### src/rtl/week6_parity_serial_tx_if.sv
// Handshake and serial-line bundle for the week-6 parity frame transmitter.
interface week6_parity_serial_tx_if #(
  parameter int DATA_W = 8
);
  logic [DATA_W-1:0] data_in;
  logic              valid_in;
  logic              ready_out;
  logic              tx;
  logic              busy;
  logic              done;

  modport master (output data_in, valid_in, input ready_out, tx, busy, done);
  modport slave  (input data_in, valid_in, output ready_out, tx, busy, done);
endinterface

### src/rtl/week6_parity_serial_tx.sv
// Serial frame transmitter: start bit, data LSB first, parity bit, stop bit.
// Accepts one word per frame in IDLE only; tx is registered, done/ready/busy are state-decoded.
module week6_parity_serial_tx #(
  parameter int DATA_W       = 8,
  parameter int CLKS_PER_BIT = 4,
  parameter int ODD_PARITY   = 0
) (
  input  logic                      clk,
  input  logic                      rst,
  week6_parity_serial_tx_if.slave   bus
);
  localparam int BAUD_W = (CLKS_PER_BIT > 1) ? $clog2(CLKS_PER_BIT) : 1;
  localparam int BIT_W  = $clog2(DATA_W + 1);

  localparam logic [2:0] S_IDLE   = 3'd0;
  localparam logic [2:0] S_START  = 3'd1;
  localparam logic [2:0] S_DATA   = 3'd2;
  localparam logic [2:0] S_PARITY = 3'd3;
  localparam logic [2:0] S_STOP   = 3'd4;

  logic [2:0]        r_state;
  logic [BAUD_W-1:0] r_baud;
  logic [BIT_W-1:0]  r_bitcnt;
  logic [DATA_W-1:0] r_shift;
  logic              r_parity;
  logic              r_tx;

  logic              w_bit_end;
  logic [BIT_W-1:0]  w_bitcnt_nxt;
  logic [DATA_W-1:0] w_shift_nxt;

  assign w_bit_end    = (r_baud == BAUD_W'(CLKS_PER_BIT - 1));
  assign w_bitcnt_nxt = r_bitcnt + BIT_W'(1);
  assign w_shift_nxt  = r_shift >> 1;

  assign bus.tx        = r_tx;
  assign bus.ready_out = (r_state == S_IDLE);
  assign bus.busy      = (r_state != S_IDLE);
  assign bus.done      = (r_state == S_STOP) && w_bit_end;

  // tx is loaded one cycle ahead of each bit so the line changes exactly on bit boundaries.
  always_ff @(posedge clk or posedge rst) begin
    if (rst) begin
      r_state  <= S_IDLE;
      r_baud   <= '0;
      r_bitcnt <= '0;
      r_shift  <= '0;
      r_parity <= 1'b0;
      r_tx     <= 1'b1;
    end else begin
      case (r_state)
        S_IDLE: begin
          r_tx   <= 1'b1;
          r_baud <= '0;
          if (bus.valid_in) begin
            r_shift  <= bus.data_in;
            r_parity <= (^bus.data_in) ^ 1'(ODD_PARITY);
            r_bitcnt <= '0;
            r_tx     <= 1'b0;
            r_state  <= S_START;
          end
        end
        S_START: begin
          if (w_bit_end) begin
            r_baud  <= '0;
            r_tx    <= r_shift[0];
            r_state <= S_DATA;
          end else begin
            r_baud <= r_baud + BAUD_W'(1);
          end
        end
        S_DATA: begin
          if (w_bit_end) begin
            r_baud <= '0;
            if (w_bitcnt_nxt == BIT_W'(DATA_W)) begin
              r_bitcnt <= '0;
              r_tx     <= r_parity;
              r_state  <= S_PARITY;
            end else begin
              r_bitcnt <= w_bitcnt_nxt;
              r_shift  <= w_shift_nxt;
              r_tx     <= w_shift_nxt[0];
            end
          end else begin
            r_baud <= r_baud + BAUD_W'(1);
          end
        end
        S_PARITY: begin
          if (w_bit_end) begin
            r_baud  <= '0;
            r_tx    <= 1'b1;
            r_state <= S_STOP;
          end else begin
            r_baud <= r_baud + BAUD_W'(1);
          end
        end
        S_STOP: begin
          if (w_bit_end) begin
            r_baud  <= '0;
            r_tx    <= 1'b1;
            r_state <= S_IDLE;
          end else begin
            r_baud <= r_baud + BAUD_W'(1);
          end
        end
        default: begin
          r_state <= S_IDLE;
          r_baud  <= '0;
          r_tx    <= 1'b1;
        end
      endcase
    end
  end
endmodule
### src/flat_wrapper.sv
// flat-port wrapper written by rule: the top's interface ports become plain ports
module week6_parity_serial_tx_flat 
#(
  parameter int DATA_W       = 8,
  parameter int CLKS_PER_BIT = 4,
  parameter int ODD_PARITY   = 0
)
  (clk, rst, bus_data_in, bus_valid_in, bus_ready_out, bus_tx, bus_busy, bus_done);
  week6_parity_serial_tx_if #(.DATA_W(DATA_W)) bus_i ();
  input  logic clk;
  input  logic rst;
  input wire logic [$bits(bus_i.data_in)-1:0] bus_data_in;
  input wire logic [$bits(bus_i.valid_in)-1:0] bus_valid_in;
  output wire logic [$bits(bus_i.ready_out)-1:0] bus_ready_out;
  output wire logic [$bits(bus_i.tx)-1:0] bus_tx;
  output wire logic [$bits(bus_i.busy)-1:0] bus_busy;
  output wire logic [$bits(bus_i.done)-1:0] bus_done;
  assign bus_i.data_in = bus_data_in;
  assign bus_i.valid_in = bus_valid_in;
  assign bus_ready_out = bus_i.ready_out;
  assign bus_tx = bus_i.tx;
  assign bus_busy = bus_i.busy;
  assign bus_done = bus_i.done;
  week6_parity_serial_tx #(.DATA_W(DATA_W), .CLKS_PER_BIT(CLKS_PER_BIT), .ODD_PARITY(ODD_PARITY)) u_core (.clk(clk), .rst(rst), .bus(bus_i));
endmodule
### config.mk
export PLATFORM = sky130hd
export DESIGN_NAME = week6_parity_serial_tx_flat
export DESIGN_NICKNAME = d
export VERILOG_FILES = /design/src/rtl/week6_parity_serial_tx_if.sv /design/src/rtl/week6_parity_serial_tx.sv /design/src/flat_wrapper.sv
export SDC_FILE = /design/constraint.sdc
export NUM_CORES = 1
export LEC_CHECK = 0
export BUFFER_PORTS_ARGS = -buffer_cell sky130_fd_sc_hd__buf_4
export CORE_MARGIN = 1.5
export CORE_UTILIZATION = 30
export DETAILED_ROUTE_END_ITERATION = 8
export GPL_ROUTABILITY_DRIVEN = 0
export GPL_TIMING_DRIVEN = 0
export PLACE_DENSITY = 0.49
export RECOVER_POWER = 100
export SYNTH_ARGS = -nofsm -noshare
export SYNTH_HDL_FRONTEND = slang
export SYNTH_SLANG_ARGS = --single-unit
export TNS_END_PERCENT = 20
### constraint.sdc
create_clock -name clk -period 2.1 [get_ports clk]
set_clock_uncertainty 0.2 [all_clocks]
set_input_delay 0.42 -clock clk [delete_from_list [all_inputs] [get_ports clk]]
set_output_delay 0.42 -clock clk [all_outputs]
set_load 0.02 [all_outputs]
# Yosys cells after proc, flatten, opt, wreduce, memory -nomap -nowiden
# Cells that the tools add are included.
dict set report op_classes {
  add_sub_neg 2
  n_eq_ne 14
  mux 23
  n_reduce_logical 12
}
# operator n
set op_table {}
lappend op_table {{8-bit two-way mux} 3}
lappend op_table {{3-bit two-way mux} 6}
lappend op_table {{8-bit one-hot mux with 2 select lines} 1}
lappend op_table {{3-bit one-hot mux with 5 select lines} 1}
lappend op_table {{4-bit two-way mux} 3}
lappend op_table {{2-bit by 1-bit != test with 1-bit output, second input constant} 6}
lappend op_table {{4-bit one-hot mux with 2 select lines} 1}
lappend op_table {{8-bit XOR reduction} 1}
lappend op_table {{3-bit by 2-bit == test with 1-bit output, second input constant} 2}
lappend op_table {{3-bit AND reduction} 2}
lappend op_table {{6-bit AND reduction} 1}
lappend op_table {{1-bit two-way mux} 5}
lappend op_table {{4-bit by 1-bit adder with 4-bit output, second input constant} 1}
lappend op_table {{4-bit == test, second input constant} 1}
lappend op_table {{2-bit two-way mux} 2}
lappend op_table {{2-bit != test, second input constant} 2}
lappend op_table {{1-bit one-hot mux with 4 select lines} 1}
lappend op_table {{4-bit AND reduction} 1}
lappend op_table {{4-bit OR reduction} 1}
lappend op_table {{3-bit by 1-bit == test with 1-bit output, second input constant} 1}
lappend op_table {{3-bit == test, second input constant} 1}
lappend op_table {{3-bit logical NOT} 1}
lappend op_table {{3-bit nonzero test} 1}
lappend op_table {{2-bit by 1-bit adder with 2-bit output, second input constant} 1}
lappend op_table {{5 further kinds} 5}
dict set report word_totals {
  register_bits 19
  input_bits 11
  elab_cells 57
}

# Depth between registers and ports, before layout
# Gate-level depths: netlist of the first run.
dict set report depth {
  depth_word 5
  depth_mapped 8
}

# Least setup slack after synthesis of the first run
# No wires, ideal clock.
dict set report synth_timing {
  path_type {flip-flop to flip-flop}
  start {reg u_core.r_bitcnt[0]}
  end {reg u_core.r_shift[7]}
  setup_ns 0.141
  arrival_ns 1.655
  setup_slack_ns 0.103
  path_stages_with_launch 7
  path_cell_list {dfrtp_1 > ha_1 > and2_1 > a21oi_1 > o21ai_0 > a21oi_1 > o21ai_0}
}
dict set report synth_between {
  elab_chain_cells 4
}
# element line
set synth_rtl {}
lappend synth_rtl {{from (decl)} week6_parity_serial_tx.sv:23} ;# logic [BIT_W-1:0] r_bitcnt;
lappend synth_rtl {{from (signal assigned)} week6_parity_serial_tx.sv:80} ;# r_bitcnt <= w_bitcnt_nxt;
lappend synth_rtl {{4-bit by 1-bit adder with 4-bit output} week6_parity_serial_tx.sv:33} ;# assign w_bitcnt_nxt = r_bitcnt + BIT_W'(1);
lappend synth_rtl {{4-bit == test} week6_parity_serial_tx.sv:75} ;# if (w_bitcnt_nxt == BIT_W'(DATA_W)) begin
lappend synth_rtl {{2-bit != test (no source line)} --}
lappend synth_rtl {{4-bit AND reduction (no source line)} --}
lappend synth_rtl {{to (signal assigned)} week6_parity_serial_tx.sv:56} ;# r_shift <= bus.data_in;
lappend synth_rtl {{to (signal assigned)} week6_parity_serial_tx.sv:81} ;# r_shift <= w_shift_nxt;
lappend synth_rtl {{to (decl)} week6_parity_serial_tx.sv:24} ;# logic [DATA_W-1:0] r_shift;
# No other way between the ends.
# A chain may end at the register's enable or synchronous reset.

# Worst setup path after layout of the first run
dict set report layout_timing {
  start {reg u_core.r_baud[0]}
  end {reg u_core.r_shift[3]}
}
dict set report layout_between {
  elab_chain_cells 3
}
# element line
set layout_rtl {}
lappend layout_rtl {{from (decl)} week6_parity_serial_tx.sv:22} ;# logic [BAUD_W-1:0] r_baud;
lappend layout_rtl {{from (signal assigned)} week6_parity_serial_tx.sv:69} ;# r_baud <= r_baud + BAUD_W'(1);
lappend layout_rtl {{from (signal assigned)} week6_parity_serial_tx.sv:85} ;# r_baud <= r_baud + BAUD_W'(1);
lappend layout_rtl {{from (signal assigned)} week6_parity_serial_tx.sv:94} ;# r_baud <= r_baud + BAUD_W'(1);
lappend layout_rtl {{2-bit == test} week6_parity_serial_tx.sv:32} ;# assign w_bit_end = (r_baud == BAUD_W'(CLKS_PER_BIT - 1));
lappend layout_rtl {{2-bit by 1-bit != test with 1-bit output (no source line)} --}
lappend layout_rtl {{4-bit AND reduction (no source line)} --}
# No other way between the ends.

==> results of run 1 <==
[per-layer routing]
metal | track usage [%] | vias up | share of wire [%]
li1 | - | 432 | -
met1 | 16.59 | 429 | 47
met2 | 22.31 | 13 | 48
met3 | 1.802 | 4 | 2.6
met4 | 5.833 | 0 | 1.8
met5 | 0 | - | 0
[stage by stage]
step	total power, W	instances	TNS [ns]	setup WS, ns
after floorplan	0.0006136	106	0	0.1034
after global placement	0.0006806	166	-1.954	-0.2817
after detailed placement	0.0006843	166	-2.061	-0.2823
after CTS	0.0008949	171	-0.003963	-0.003963
after global routing	0.0009654	174	-0.2868	-0.09717
final	0.0009025	174	0	0.03031
[how the worst max path moves through the flow]
stage                     cells past startpoint                from  slack (ns)           endpoint
after floorplan                               6  u_core.r_bitcnt[0]        0.10  u_core.r_shift[7]
after global placement                        6  u_core.r_bitcnt[0]       -0.28  u_core.r_shift[7]
after detailed placement                      6  u_core.r_bitcnt[0]       -0.28  u_core.r_shift[7]
after CTS                                     6  u_core.r_bitcnt[0]      -0.004  u_core.r_shift[7]
after global routing                          3   u_core.r_state[2]        -0.1           bus_done
final                                         7    u_core.r_baud[0]        0.03  u_core.r_shift[3]
[flip-flops by register name, summed over array words and instances, names as in the netlist]
register and cells:
u_core.r_parity 1, u_core.bus.tx 1, u_core.r_shift 8, u_core.r_baud 2, u_core.r_bitcnt 4, u_core.r_state 3
[kinds of logic after synthesis]
family	Yosys count	share of synthesized area, %
mux	1	0.9423
simple gates	32	15.67
buf+inv	10	4.593
flops	19	44.88
xor+xnor	8	6.596
compound gates	33	23.79
fa+ha+maj	3	3.534
[worst max-delay path, cell delays in order, from the launching register on]
cell	delay, ns
dfrtp_1	0.37
ha_1	0.16
buf_6	0.12
mux2i_4	0.08
or3_4	0.42
buf_6	0.15
o32a_2	0.36
o21a_1	0.10
[cell type report]
type	instances	area, um2
buffer	5	42.54
clock buffer	3	22.52
clock inverter	1	5.005
fill	377	2018
inverter	5	18.77
multi-input combinational	77	589.3
sequential	19	478.0
tap	46	57.56
timing repair buffer	18	131.4
[power by group through the flow]
stage	registers, W	logic (W)	clock network [W]
6_report	0.000444	0.000263	0.000196
3_3_place_gp	0.000448	0.000232	0
4_1_cts	0.000443	0.000246	0.000207
2_1_floorplan	0.000447	0.000167	0
5_1_grt	0.000450	0.000294	0.000221
3_5_place_dp	0.000450	0.000235	0
[timing repair]
item,4_1_cts,5_1_grt
gates resized for setup,7,11
hold endpoints to repair,0,0
setup buffers,1,3
setup endpoints to repair,13,13
pin swaps,2,1
[cell usage in the layout (no fill, tap or decap), types with 2 or more instances in the layout]
cell / n
dfrtp_1: 17
buf_4: 15
nand2_1: 9
xnor2_1: 8
o32a_2: 7
o21a_1: 7
o21ai_0: 7
nor2_1: 6
nand3_1: 5
clkbuf_4: 5
inv_1: 4
buf_6: 3
ha_1: 3
clkbuf_1: 2
or3_4: 2
a21oi_1: 2
nor3_1: 2
and3_1: 2
==> impl_results.md, run 1 <==
- WL per Instance: 13.21 um
- Tightest Pin Transition: between 0.7 and 0.8 ns
- Finished Cell Area: around 1300 um2
- Synth Cell Area: about 1100 um2
- Synth warnings: 0
- H-tree levels: 1
- Gr ovfl total: 0
- Critical path launch point type: flip-flop
- Vias/cell: between 5 and 6
- VDD IR max: 0.0003060 V
- Synth cell count leaders: 18 x dfrtp_1, 9 x nand2_1, 8 x o21ai_0, 8 x xnor2_1
- Area Growth Syn to Fin: 26.62%
- Maximum fanout along the worst path: 10
- Placed instance area: about 1200 um2
- Detailed placer's ending HPWL: between 1.5 and 2 mm
- CTS root buffer: clkbuf_4
- Flop pwr share: 49.2%
- Pins Over Slew Limit: 0
- CTS Hold Bufs: 0
- Via count: slightly below 900
- Top-count cell post-synth: dfrtp_1
- DR iter-0 viols: 15
- Post-route antenna net violation count: 0
- Final setup violation count: 0
- Unique cell type count in the Yosys netlist: 33
- Register area share after synthesis: 44.88%
- Cell taking the most area after synthesis: dfrtp_1
- Worst-Skew Late Latency: ~0.3 ns
- CP Capture Type: flip-flop
- RSZ-0062 raised after global routing: yes
- Die height: 62.51 um
- Comb power frac: ~29%
- Clock power share: 21.7%
- 1st-pass router iterations: 3
- # rows: 21
- Async SR Flop Fraction: between 90% and 100%
- Largest net degree at the start of global routing: 20
- Reg-to-reg endpoint: u_core.r_shift[3]
- Die width: approximately 63 um
- Synth Flop Type: dfrtp_1
- Instance count of the mapped netlist: ~110
- Initial antenna violation count: 0
- First-pass GRT wire length: a little over 4 mm
- All-Layer GR Usage: 13.13%
- R2R Setup Slk: 0.03 ns
- Port bufs: 14
- Hold crit path type: input pin to async pin
- Core ar.: roughly 3400 um2
- Antenna Cells: 0
- Starting density of the core: between 30% and 40%
- Die area: 3907 um2
- # Max-Cap Violations: 0
- Top cell type's share of synthesized area: between 40% and 50%
- Drt drc: 0
- LEAKAGE: ~0.56 nW
- Fin util: 39.99%
- Bufs on Longest Clock Path: 2
- Final Hold Fails: 0
- Hold Slack: 0.02895 ns
- Reg2reg start: u_core.r_baud[0]
- Min Clock Period, post-route: just over 2 ns
- CTS clk-pin slew, worst paths: ~0.12 ns
- Fraction of layout cells with a size suffix above 1: roughly 34%
- I/O pin count: 15
- Max-slew headroom: approximately half
- Final worst path period share: a little over nine tenths
- Drt total wl: roughly 2.3 mm
- TritonCTS buffer count: 3
- CTS tree: built
- Sw Pwr: around 0.00028 W
- Worst Reg-to-Reg Cells: 7
- Post-synth EDFFs: 0
- Sw frac: a little under a third
- Leading post-synthesis cells by cell area: dfrtp_1 42%, o32a_2 7.4%, xnor2_1 6.6%, o21a_1 4.9%, o21ai_0 3.8%
- Internal Power: 0.0006213 W
- FF+latch count, synth: 19
- Vias in the first global route: between 900 and 1,000
- Syn_nets: 120
- Post-Syn Area per Cell: approximately 10 um2
- WP data required: 2.11 ns
- Power per cell area: around 670 nW/um2
- Layout Nets: 143
- CTS Sinks: 19
- WS Path Type: flip-flop to flip-flop
- Max Fclk: 0.4832 GHz
- Crit path arrival time: 2.08 ns
- Status: completed
Power figures use the tool's default switching activity.
==> run 2: changes to the inputs <==
Settings changed: CTS_BUF_LIST from default to sky130_fd_sc_hd__clkbuf_16.
==> run 2 against run 1 <==
  * Combinational power about the same
  * Die area unchanged
  * Critical path depth unchanged
  * Worst setup slack improved by 0.010 ns
  * Sequential share of layout area decreased by 1.3 points
  * Sequential power about the same
  * Critical path type unchanged
  * Largest power group unchanged
==> impl_results.md, run 2 (synthesis gave the netlist of run 1 again) <==
- Dpl cells: 166 (unchanged)
- TritonCTS buffer count: 3 (unchanged)
- Routed wl met3: 63 um (was 59 um)
- CTS clk-pin slew, worst paths: 0.06 ns (was 0.12 ns)
- Tightest Pin Transition: 0.7313 ns (was 0.7362 ns)
- Vias in the first global route: 936 (was 934)
- # rows: 21 (unchanged)
- Largest net degree at the start of global routing: 20 (unchanged)
- Initial antenna violation count: 0 (unchanged)
- CTS tree: built (unchanged)
- Critical path's slowest cell: or3_4 (unchanged)
- Gr ovfl total: 0 (unchanged)
- Max FFs per register: 8 (unchanged)
- Pins Over Slew Limit: 0 (unchanged)
- Largest registers: u_core.r_shift (8), u_core.r_bitcnt (4), u_core.r_state (3) (unchanged)
- Detailed placer's ending HPWL: 1.661 mm (unchanged)
- Drt drc: 0 (unchanged)
- Final worst path period share: 98.07% (was 98.56%)
- Critical path launch point type: flip-flop (unchanged)
- Maximum fanout along the worst path: 10 (unchanged)
- TNS Setup: 0 ns (unchanged)
- Most used cell, CP: buf_6 (unchanged)
- Fin util: 41.56% (was 39.99%)
- Commonest non-fill, non-tap cell in the layout: buf_4 (was dfrtp_1)
- Delay-heaviest family, CP: compound AO/OA/AOI/OAI gates (unchanged)
- First-pass GRT wire length: 4.146 mm (was 4.105 mm)
- Core ar.: 3363 um2 (unchanged)
- Worst path cell trace: ha_1 > buf_6 > mux2i_4 > or3_4 > buf_6 > o32a_2 > o21a_1 (unchanged)
- Drt total wl: 2.297 mm (was 2.299 mm)
- Vias/cell: 5.011 (was 5.046)
- # Max-Cap Violations: 0 (unchanged)
- Worst setup margin: 0.04045 ns (was 0.03031 ns)
- Via count: 872 (was 878)
- Max-slew headroom: 51.20% (was 50.86%)
- VDD IR max: 0.0003441 V (was 0.0003060 V)
- 1st-pass router iterations: 3 (unchanged)
- H-tree levels: 1 (unchanged)
- Top reg by flops: u_core.r_shift (unchanged)
- Placement Setup Slack: -0.2823 ns (unchanged)
- Die area: 3907 um2 (unchanged)
- Max Used Layer: met4 (unchanged)
- Placed instance area: 1225 um2 (unchanged)
- WP data required: 2.04 ns (was 2.11 ns)
- Met2 WL: 1.111 mm (was 1.106 mm)
- Port bufs: 14 (unchanged)
- Antenna Cells: 0 (unchanged)
- Fraction of layout cells with a size suffix above 1: 33.59% (unchanged)
- Min Clock Period, post-route: 2.060 ns (was 2.070 ns)
- WL per Instance: 13.20 um (was 13.21 um)
- Max Fclk: 0.4855 GHz (was 0.4832 GHz)
- Highest-count cells in the layout ignoring fill and taps: 18 x buf_4, 17 x dfrtp_1, 9 x nand2_1, 8 x xnor2_1 (was 17 x dfrtp_1, 15 x buf_4, 9 x nand2_1, 8 x xnor2_1)
- CTS root buffer: clkbuf_16 (was clkbuf_4)
- All-Layer GR Usage: 13.13% (unchanged)
- Power per cell area: 792.5 nW/um2 (was 671.0 nW/um2)
- LEAKAGE: 0.5889 nW (was 0.5623 nW)
- CP Capture Type: flip-flop (unchanged)
- Bufs on Longest Clock Path: 2 (unchanged)
- Buf/Inv on CP: 2 (unchanged)
- RSZ-0062 raised after global routing: yes (unchanged)
- Worst-Skew Late Latency: 0.25 ns (was 0.30 ns)
- Finished Cell Area: 1398 um2 (was 1345 um2)
- Layout Nets: 143 (unchanged)
- Fin cells: 174 (unchanged)
- Met1 wire length: 1.110 mm (was 1.091 mm)
- Final setup violation count: 0 (unchanged)
- Post-route antenna net violation count: 0 (unchanged)
- Starting density of the core: 31.58% (unchanged)
- Area Growth Syn to Fin: 31.57% (was 26.62%)
- Status: completed (unchanged)
- I/O pin count: 15 (unchanged)
- Hold crit path type: input pin to async pin (unchanged)
- CTS Sinks: 19 (unchanged)
- WS Path Type: flip-flop to flip-flop (unchanged)
- Crit path arrival time: 2.00 ns (was 2.08 ns)
- Die height: 62.51 um (unchanged)
- Fillers: 373 (was 377)
- DR iter-0 viols: 30 (was 15)
- Final Hold Fails: 0 (unchanged)
- Max incr delay on CP: 0.41 ns (was 0.42 ns)
- Die width: 62.51 um (unchanged)
run 2: final timing paths:
kind                                  startpoint           endpoint  slack [ns]  cells after the start
worst min register to register  u_core.r_baud[0]   u_core.r_baud[0]        0.25                      1
worst max register to register  u_core.r_baud[0]  u_core.r_shift[3]        0.04                      7
worst max-delay path            u_core.r_baud[0]  u_core.r_shift[3]        0.04                      7
worst min-delay path                         rst  u_core.r_shift[5]         0.1                      2
min in group clk                  bus_data_in[7]  u_core.r_shift[7]        0.19                      3
max in group asynchronous                    rst  u_core.r_state[1]        1.10                      2
run 2: layer usage:
layer	vias up	global-route usage, %
li1	435	-
met4	0	3.333
met2	13	22.85
met3	2	2.883
met5	-	0
met1	422	16.48
run 2: metrics by stage:
step | hold WS, ns | total power (W)
final | 0.09654 | 0.001108
after global placement | 0.2325 | 0.0006806
after detailed placement | 0.2486 | 0.0006843
after CTS | 0.1454 | 0.001098
after global routing | 0.1861 | 0.001172
after floorplan | 0.1704 | 0.0006136
run 2: what timing repair did:
| action | 4_1_cts | 5_1_grt |
|---|---|---|
| setup endpoints to repair | 13 | 12 |
| buffers inserted | 1 | 3 |
| hold buffers | 0 | 0 |
| gates cloned | 0 | 0 |
| pin swaps | 1 | 1 |
| gates resized for setup | 7 | 10 |
run 2: final cells by class:
class	count	area [um2]	share of cell area, %
buffer	5	38.79	2.775
clock buffer	3	75.07	5.372
clock inverter	1	5.005	0.3581
inverter	5	18.77	1.343
multi-input combinational	77	589.3	42.17
sequential	19	478.0	34.20
tap	46	57.56	4.118
timing repair buffer	18	135.1	9.669
run 2: worst register-to-register path, cell delays in order (launching register included):
cell	delay, ns
dfrtp_1	0.35
ha_1	0.16
buf_6	0.12
mux2i_4	0.08
or3_4	0.41
buf_6	0.15
o32a_2	0.36
o21a_1	0.10
run 2: power breakdown:
group	internal, W	leakage, nW	switching (W)
registers	0.000416	0.230	0.0000293
logic	0.000137	0.318	0.000127
clock network	0.000255	0.0409	0.000142
total	0.000808	0.589	0.000299
